### src/rtl/mem_arb_pkg.sv
// Shared types and defaults for the fetch/data memory arbiter.
// Holds the read-owner tag, the default widths and the grant bit positions.
package mem_arb_pkg;

    localparam int ADDR_W_DEF     = 16;
    localparam int DATA_W_DEF     = 16;
    localparam int STARVE_MAX_DEF = 3;

    localparam int GNT_IF = 0;
    localparam int GNT_D  = 1;

    typedef enum logic [1:0] {
        OWN_NONE = 2'd0,
        OWN_IF   = 2'd1,
        OWN_D    = 2'd2
    } owner_e;

endpackage

### src/rtl/arb_prio.sv
// Data-priority winner selection with a saturating fetch-starvation counter.
// Grant is combinational from the requests; no backpressure, loser simply retries.
module arb_prio
    import mem_arb_pkg::*;
#(
    parameter int STARVE_MAX = STARVE_MAX_DEF
) (
    input  logic       clk_i,
    input  logic       rst_n_i,
    input  logic       if_req_i,
    input  logic       d_req_i,
    output logic [1:0] gnt_o
);

    localparam int SW = (STARVE_MAX < 1) ? 1 : $clog2(STARVE_MAX + 1);

    logic [SW-1:0] starve_q;
    logic [SW-1:0] starve_d;
    logic          starved;

    assign starved = (starve_q == SW'(STARVE_MAX));

    always_comb begin
        gnt_o = '0;
        if (rst_n_i) begin
            if (if_req_i && (!d_req_i || starved)) begin
                gnt_o[GNT_IF] = 1'b1;
            end else if (d_req_i) begin
                gnt_o[GNT_D] = 1'b1;
            end
        end
    end

    always_comb begin
        starve_d = starve_q;
        if (!if_req_i || gnt_o[GNT_IF]) begin
            starve_d = '0;
        end else if (!starved) begin
            starve_d = starve_q + 1'b1;
        end
    end

    always_ff @(posedge clk_i) begin
        if (!rst_n_i) begin
            starve_q <= '0;
        end else begin
            starve_q <= starve_d;
        end
    end

endmodule

### src/rtl/mem_arbiter.sv
// Shares one synchronous-read memory between fetch and data ports; read data returns one cycle after grant.
// Requesters hold their request until gnt; the idle address is held from a registered copy.
module mem_arbiter
    import mem_arb_pkg::*;
#(
    parameter int ADDR_W     = ADDR_W_DEF,
    parameter int DATA_W     = DATA_W_DEF,
    parameter int STARVE_MAX = STARVE_MAX_DEF
) (
    input  logic              clock,
    input  logic              reset,
    input  logic              if_req,
    input  logic [ADDR_W-1:0] if_addr,
    output logic              if_gnt,
    output logic              if_rvalid,
    output logic [DATA_W-1:0] if_rdata,
    input  logic              d_req,
    input  logic              d_we,
    input  logic [ADDR_W-1:0] d_addr,
    input  logic [DATA_W-1:0] d_wdata,
    output logic              d_gnt,
    output logic              d_rvalid,
    output logic [DATA_W-1:0] d_rdata,
    output logic [ADDR_W-1:0] mem_addr,
    output logic [DATA_W-1:0] mem_din,
    output logic              mem_we,
    input  logic [DATA_W-1:0] mem_dout,
    output logic [15:0]       conflict_cnt
);

    logic [1:0]        gnt;
    owner_e            owner_q;
    owner_e            owner_d;
    logic [ADDR_W-1:0] addr_q;
    logic [15:0]       conflict_q;
    logic [15:0]       conflict_d;

    arb_prio #(
        .STARVE_MAX (STARVE_MAX)
    ) u_arb (
        .clk_i    (clock),
        .rst_n_i  (reset),
        .if_req_i (if_req),
        .d_req_i  (d_req),
        .gnt_o    (gnt)
    );

    assign if_gnt = gnt[GNT_IF];
    assign d_gnt  = gnt[GNT_D];

    always_comb begin
        mem_addr = addr_q;
        if (d_gnt) begin
            mem_addr = d_addr;
        end else if (if_gnt) begin
            mem_addr = if_addr;
        end
    end

    assign mem_din = d_wdata;
    assign mem_we  = d_gnt & d_we;

    always_comb begin
        owner_d = OWN_NONE;
        if (if_gnt) begin
            owner_d = OWN_IF;
        end else if (d_gnt && !d_we) begin
            owner_d = OWN_D;
        end
    end

    always_comb begin
        conflict_d = conflict_q;
        if (if_req && d_req && (conflict_q != 16'hFFFF)) begin
            conflict_d = conflict_q + 16'd1;
        end
    end

    always_ff @(posedge clock) begin
        if (!reset) begin
            owner_q    <= OWN_NONE;
            addr_q     <= '0;
            conflict_q <= '0;
        end else begin
            owner_q    <= owner_d;
            addr_q     <= mem_addr;
            conflict_q <= conflict_d;
        end
    end

    // Gated by reset so an in-flight read never surfaces while reset is held.
    assign if_rvalid    = reset && (owner_q == OWN_IF);
    assign d_rvalid     = reset && (owner_q == OWN_D);
    assign if_rdata     = mem_dout;
    assign d_rdata      = mem_dout;
    assign conflict_cnt = conflict_q;

endmodule

### config.mk
export PLATFORM = sky130hd
export DESIGN_NAME = mem_arbiter
export DESIGN_NICKNAME = d
export VERILOG_FILES = /design/src/rtl/mem_arb_pkg.sv /design/src/rtl/arb_prio.sv /design/src/rtl/mem_arbiter.sv
export SDC_FILE = /design/constraint.sdc
export NUM_CORES = 1
export LEC_CHECK = 0
export ABC_AREA = 1
export CAP_MARGIN = 20
export CORE_ASPECT_RATIO = 0.7
export CORE_UTILIZATION = 28
export DETAILED_ROUTE_END_ITERATION = 8
export HOLD_SLACK_MARGIN = 0.15
export PLACE_DENSITY = 0.69
export SYNTH_ARGS = -nofsm -noshare
export SYNTH_HDL_FRONTEND = slang
export SYNTH_SLANG_ARGS = --single-unit
export TNS_END_PERCENT = 10
### constraint.sdc
create_clock -name clock -period 1.37 [get_ports clock]
set_input_delay 0.2055 -clock clock [delete_from_list [all_inputs] [get_ports clock]]
set_output_delay 0.2055 -clock clock [all_outputs]
set_load 0.01 [all_outputs]
== After elaboration in Yosys (flattened, before gate mapping) ==
Cells that the tools add are included.

* $add $sub $neg: 2
* Multiply operators: 0
* Divide/modulo/power cells: 0
* Magnitude comparators: 0
* Eq/ne operators: 4
* Shifts and indexed selects: 0
* Muxes and demuxes: 8
* Bitwise logic cells: 2
* Reduce and logical (&&, ||, !) cells: 13

{| class="wikitable"
|+ Operators by type and width
! kind !! count
|-
| $mux W16 || 2
|-
| $add A16 B1 Y16 const B || 1
|-
| $ne A16 B16 Y1 const B || 1
|-
| $logic_and A1 B1 Y1 || 6
|-
| $eq A2 B2 Y1 const B || 2
|-
| $mux W1 || 4
|-
| $mux W2 || 2
|-
| $reduce_or A2 Y1 || 2
|-
| $logic_not A1 Y1 || 3
|-
| $add A2 B1 Y2 const B || 1
|-
| $eq A2 B1 Y1 const B || 1
|-
| $logic_or A1 B1 Y1 || 2
|-
| $and A1 B1 Y1 || 1
|-
| $not A1 Y1 || 1
|}

* Bits in registers: 36
* Latch bits: 0
* Memory bits (writable): 0
* ROM bits: 0
* Output and inout port bits: 85
* Logic and storage cells: 34
* Memories kept: 0

== Longest topological paths before layout ==
* Word-level depth: 8
* Mapped depth: 9
* Depth with buffers taken out: 9

== By module ==
From an unflattened synthesis, not the netlist that was laid out.

* Cells, all modules: 363
* Area, all modules: 2387.3 sq um

{| class="wikitable"
|+ Modules (own cells, without submodules)
! module !! times used !! cells an instance !! area each (sq um)
|-
| mem_arbiter || 1 || 345 || 2274.7
|-
| arb_prio || 1 || 18 || 112.6
|}

== Least setup slack after synthesis ==
Ideal clock, no wire load.

* Path kind: register to output
* From: register u_arb.starve_q[0]
* To: output port mem_addr[8]
* Arrival: 1258 ps
* Required time: 1165 ps
* Slack: -94 ps
* Cell stages (with the launch flop): 10
* Cells stage by stage: dfxtp_1 > ha_1 > inv_2 > nand2_2 > nand3_4 > buf_2 > nand2_1 > o21ai_0 > nand2_1 > nand2_1

* Cells in the longest elaborated chain, start to end: 7
* Elaborated cells between the ends (all ways): 8
* Those cells by class: 1 x eq/ne; 5 x mux; 2 x reduce/logical

{| class="wikitable"
|+ RTL lines
! item !! line !! RTL
|-
| from (decl) || arb_prio.sv:17 || <nowiki>logic [SW-1:0] starve_q;</nowiki>
|-
| from (signal assigned) || arb_prio.sv:47 || <nowiki>starve_q <= starve_d;</nowiki>
|-
| $eq A2 B2 Y1 * || arb_prio.sv:21 || <nowiki>assign starved = (starve_q == SW'(STARVE_MAX));</nowiki>
|-
| $logic_or A1 B1 Y1 * || arb_prio.sv:26 || <nowiki>if (if_req_i && (!d_req_i || starved)) begin</nowiki>
|-
| $logic_and A1 B1 Y1 * || arb_prio.sv:26 ||
|-
| $mux W1 || arb_prio.sv:26 ||
|-
| $mux W2 * || arb_prio.sv:25 || <nowiki>if (rst_n_i) begin</nowiki>
|-
| $mux W16 || mem_arbiter.sv:55 || <nowiki>end else if (if_gnt) begin</nowiki>
|-
| $mux W16 * || mem_arbiter.sv:53 || <nowiki>if (d_gnt) begin</nowiki>
|-
| to (decl) || mem_arbiter.sv:24 || <nowiki>output logic [ADDR_W-1:0] mem_addr,</nowiki>
|}

Every way passes the cells marked *; elsewhere a longest branch is shown, timed or not.

== Final worst setup path ==
* From: register u_arb.starve_q[1]
* To: output port mem_addr[9]

Same word-level chain as after synthesis.

==> results.md <==
* Worst r2r src: u_arb.starve_q[1]
* Actual slew at the worst max-slew pin at 0.315 ns
* Max-slew violations at 0
* Critical-path cell with the highest stage delay: dfxtp_2
* Die height at 78.5 um
* Row cnt at 27
* Post-synthesis cell area at 2340 sq um
* Filler Cell Count at 782
* All-Layer GR Usage at 16.1%
* RR Endpoint: addr_q[8]
* Setup crit start: u_arb.starve_q[1]
* Largest family of logic cells by synthesized area: simple AND/OR/NAND/NOR gates
* Yosys reg bits at 36
* Skew final at 0.00437 ns
* R2r setup slk at -0.52 ns
* Synth warn at 0
* Antenna violations before repair at 0
* # nets final at 530
* Detailed Place HPWL at 4710 um
* Slew headroom at 78.8%
* Area Overhead vs Synth at 63.1%
* HP Class: input pin to output port
* Final WL at 7230 um
* CP arrival at 1.72 ns
* Cells after Synth at 355
* Commonest non-fill, non-tap cell in the layout: nand2_1
* Commonest cells after routing, fill and taps aside: nand2_1 (87), buf_4 (67), clkdlybuf4s50_1 (34)
* Maximum clock frequency at 518 MHz
* Total chip power at 2890 uW
* Hold Crit Depth at 0
* Root Buffer: clkbuf_16
* Worst Setup EP: mem_addr[9]
* Vias at 2520
* Worst setup EP type: output port
* ANT cells at 0
* Grt ovf at 0
* Most common cell on crit path: nand2_1
* Die area at 8740 sq um
* WP data required at 1.16 ns
* CTS Buffer Depth at 2
* Final WS setup at -0.560 ns
* Final period utilization at 141%
* Number of buffers created by CTS at 5
* Clock transition at the registers of the reported paths at 0.06 ns
* Max-cap viol count at 0
* H-tree lvl count at 2
* Synth Area per Inst at 6.59 sq um
* Cells after DPL at 533
* Worst path max stage delay at 0.35 ns
* RSZ-0062 raised after global routing: yes
* Synth Area in Compound Gates at 11.8%
* Final min period at 1.93 ns
* Final setup violation count at 40
* Sequential area share after synthesis at 30.8%
* Max VDD drop at 0.391 mV
* Crit-path cells: ha_4 -> inv_2 -> nand2_2 -> nand3_4 -> buf_12 -> buf_16 -> o21ai_1 -> nand2_1 -> nand2_1 -> buf_2
* Syn_nets at 426
* Status: complete, but fails checks
* Area taken by multi-input logic gates at 1300 sq um
* First-pass GRT wire length at 11300 um
* Cells on worst reg2reg path at 13
* Vias in the first global route at 2401
* Final hold violation count at 0
* Crit path launch type: flop
* Pre-antenna DRT Iters at 7
* Starting Density at 29.4%
* Share of post-route cells with drive strength above 1 at 43.3%
* Final non-filler cell total at 561
* Register area at 733 sq um
* Post-Synth Simple-Gate Area at 31.6%
* Xor and xnor area share after synthesis at 1.12%
* WL/cell at 12.9 um
* Num ports at 154
* CTS tree: built
* Pwr Density at 756 nW/um^2
* Clock sinks at 36
* DR DRC count at 22
* Post-Synth Adder-Cell Area at 1.07%
* Initial DRC count at 149
* Failing checks: design-rule violations, negative setup slack
* Post-DRT Antenna Nets at 0
* Buffers added on ports at 73
* Post-DR vias/cell at 4.49
* Placer Congestion at 0.881
* CP Class: flop to output port
* Core area at 7970 sq um
* Hold_buf cts at 0
* Worst-skew pair later-pin latency at 0.28 ns
* LEAKAGE at 0.00180 uW
* CP Max Fanout at 4
* Yosys cell types at 30
* Multiplexer share of the synthesized area at 0%
* Largest net degree at the start of global routing at 18
* Die Wd at 111 um
cells in the mapped netlist:
cell type  instances  area (sq um)
buf_4             49           368
inv_1             26          97.6
xor2_1             2          17.5
buf_12             1          20.0
nor2_2             2          12.5
nor3_1             2          10.0
ha_1               2          25.0
clkinv_2           1          5.00
nand4_1            2          12.5
nand3_1           12          60.1
nor2_4             1          11.3
nand2_4            2          22.5
nand2_1          106           398
o21ai_1           15          75.1
clkinv_1           1          3.75
a21boi_2           1          11.3
a21oi_1           24           120
inv_2              1          3.75
dfxtp_1           36           721
nand2_2            5          31.3
buf_6              2          22.5
nand3_4            1          17.5
a21oi_2            2          17.5
inv_6              1          8.76
o21ai_4            1          16.3
xnor2_1            1          8.76
buf_1              1          3.75
o21ai_0            7          35.0
buf_2              4          20.0
nor2_1            44           165
layout make-up:
class,instances,area share [%]
well taps,101,3.31
repair buffers,154,36.4
clock inverters,2,0.262
inverters,30,3.18
clock buffers,6,3.64
multi-input cells,232,34.0
flip-flops and latches,36,19.2
routing by layer:
metal / share of wire, % / up-vias / wire (um) / GRT usage [%]
met2: 48 / 82 / 3440 / 27.3
met4: 0.94 / 0 / 68 / 4.73
met3: 6.5 / 7 / 471 / 4.48
met1: 45 / 1154 / 3250 / 20.0
li1: - / 1277 / - / -
met5: 0 / - / 0 / 0
registers in the layout (all words and copies together), names as in the netlist:
| register | flops |
|---|---|
| u_arb.starve_q | 2 |
| conflict_cnt | 16 |
| addr_q | 16 |
| owner_q | 2 |
what timing repair did:
| action | CTS | global route |
|---|---|---|
| cloned | 4 | 0 |
| pin swaps | 10 | 21 |
| setup buffers | 12 | 4 |
| setup endpoints to repair | 57 | 56 |
| resized for setup | 127 | 61 |
through the flow:
stage	cell area (sq um)	hold WS (ns)	setup slack [ns]	utilization, %	TNS, ns
6_report	3820	0.411	-0.560	47.9	-11.54
5_1_grt	3820	0.411	-0.700	47.9	-16.50
4_1_cts	3670	0.411	-0.571	46.1	-12.33
3_5_place_dp	3270	0.411	-0.762	41.1	-22.44
3_3_place_gp	3270	0.411	-0.739	41.1	-21.28
2_1_floorplan	2360	0.278	-0.0210	-	-0.0295
report_power, final:
part / internal, uW / switching (uW) / total [uW]
clock: 717 / 437 / 1150
sequential: 1080 / 19.7 / 1100
combinational: 350 / 277 / 628
worst max-delay path: cells and delay by family, from the launching register on:
| kind | cells | cell delay (ns) |
|---|---|---|
| AOI/OAI and AO/OA | 1 | 0.11 |
| adders and majority gates | 1 | 0.15 |
| buffers and inverters | 4 | 0.47 |
| DFF | 1 | 0.35 |
| and+or+nand+nor | 4 | 0.37 |
worst min path at each step:
| stage | start | end | slack [ns] |
|---|---|---|---|
| global placement | d_wdata[12] | mem_din[12] | 0.41 |
| finish | d_wdata[10] | mem_din[10] | 0.41 |
| CTS | d_wdata[12] | mem_din[12] | 0.41 |
| floorplan | d_we | owner_q[1] | 0.28 |
| global route | d_wdata[5] | mem_din[5] | 0.41 |
| detailed placement | d_wdata[12] | mem_din[12] | 0.41 |
cells by family after synthesis:
group,count (synthesis)
simple gates,177
flops,36
compound gates,50
xor+xnor,3
buf+inv,87
fa+ha+maj,2
(Power assumes the default switching activity.)
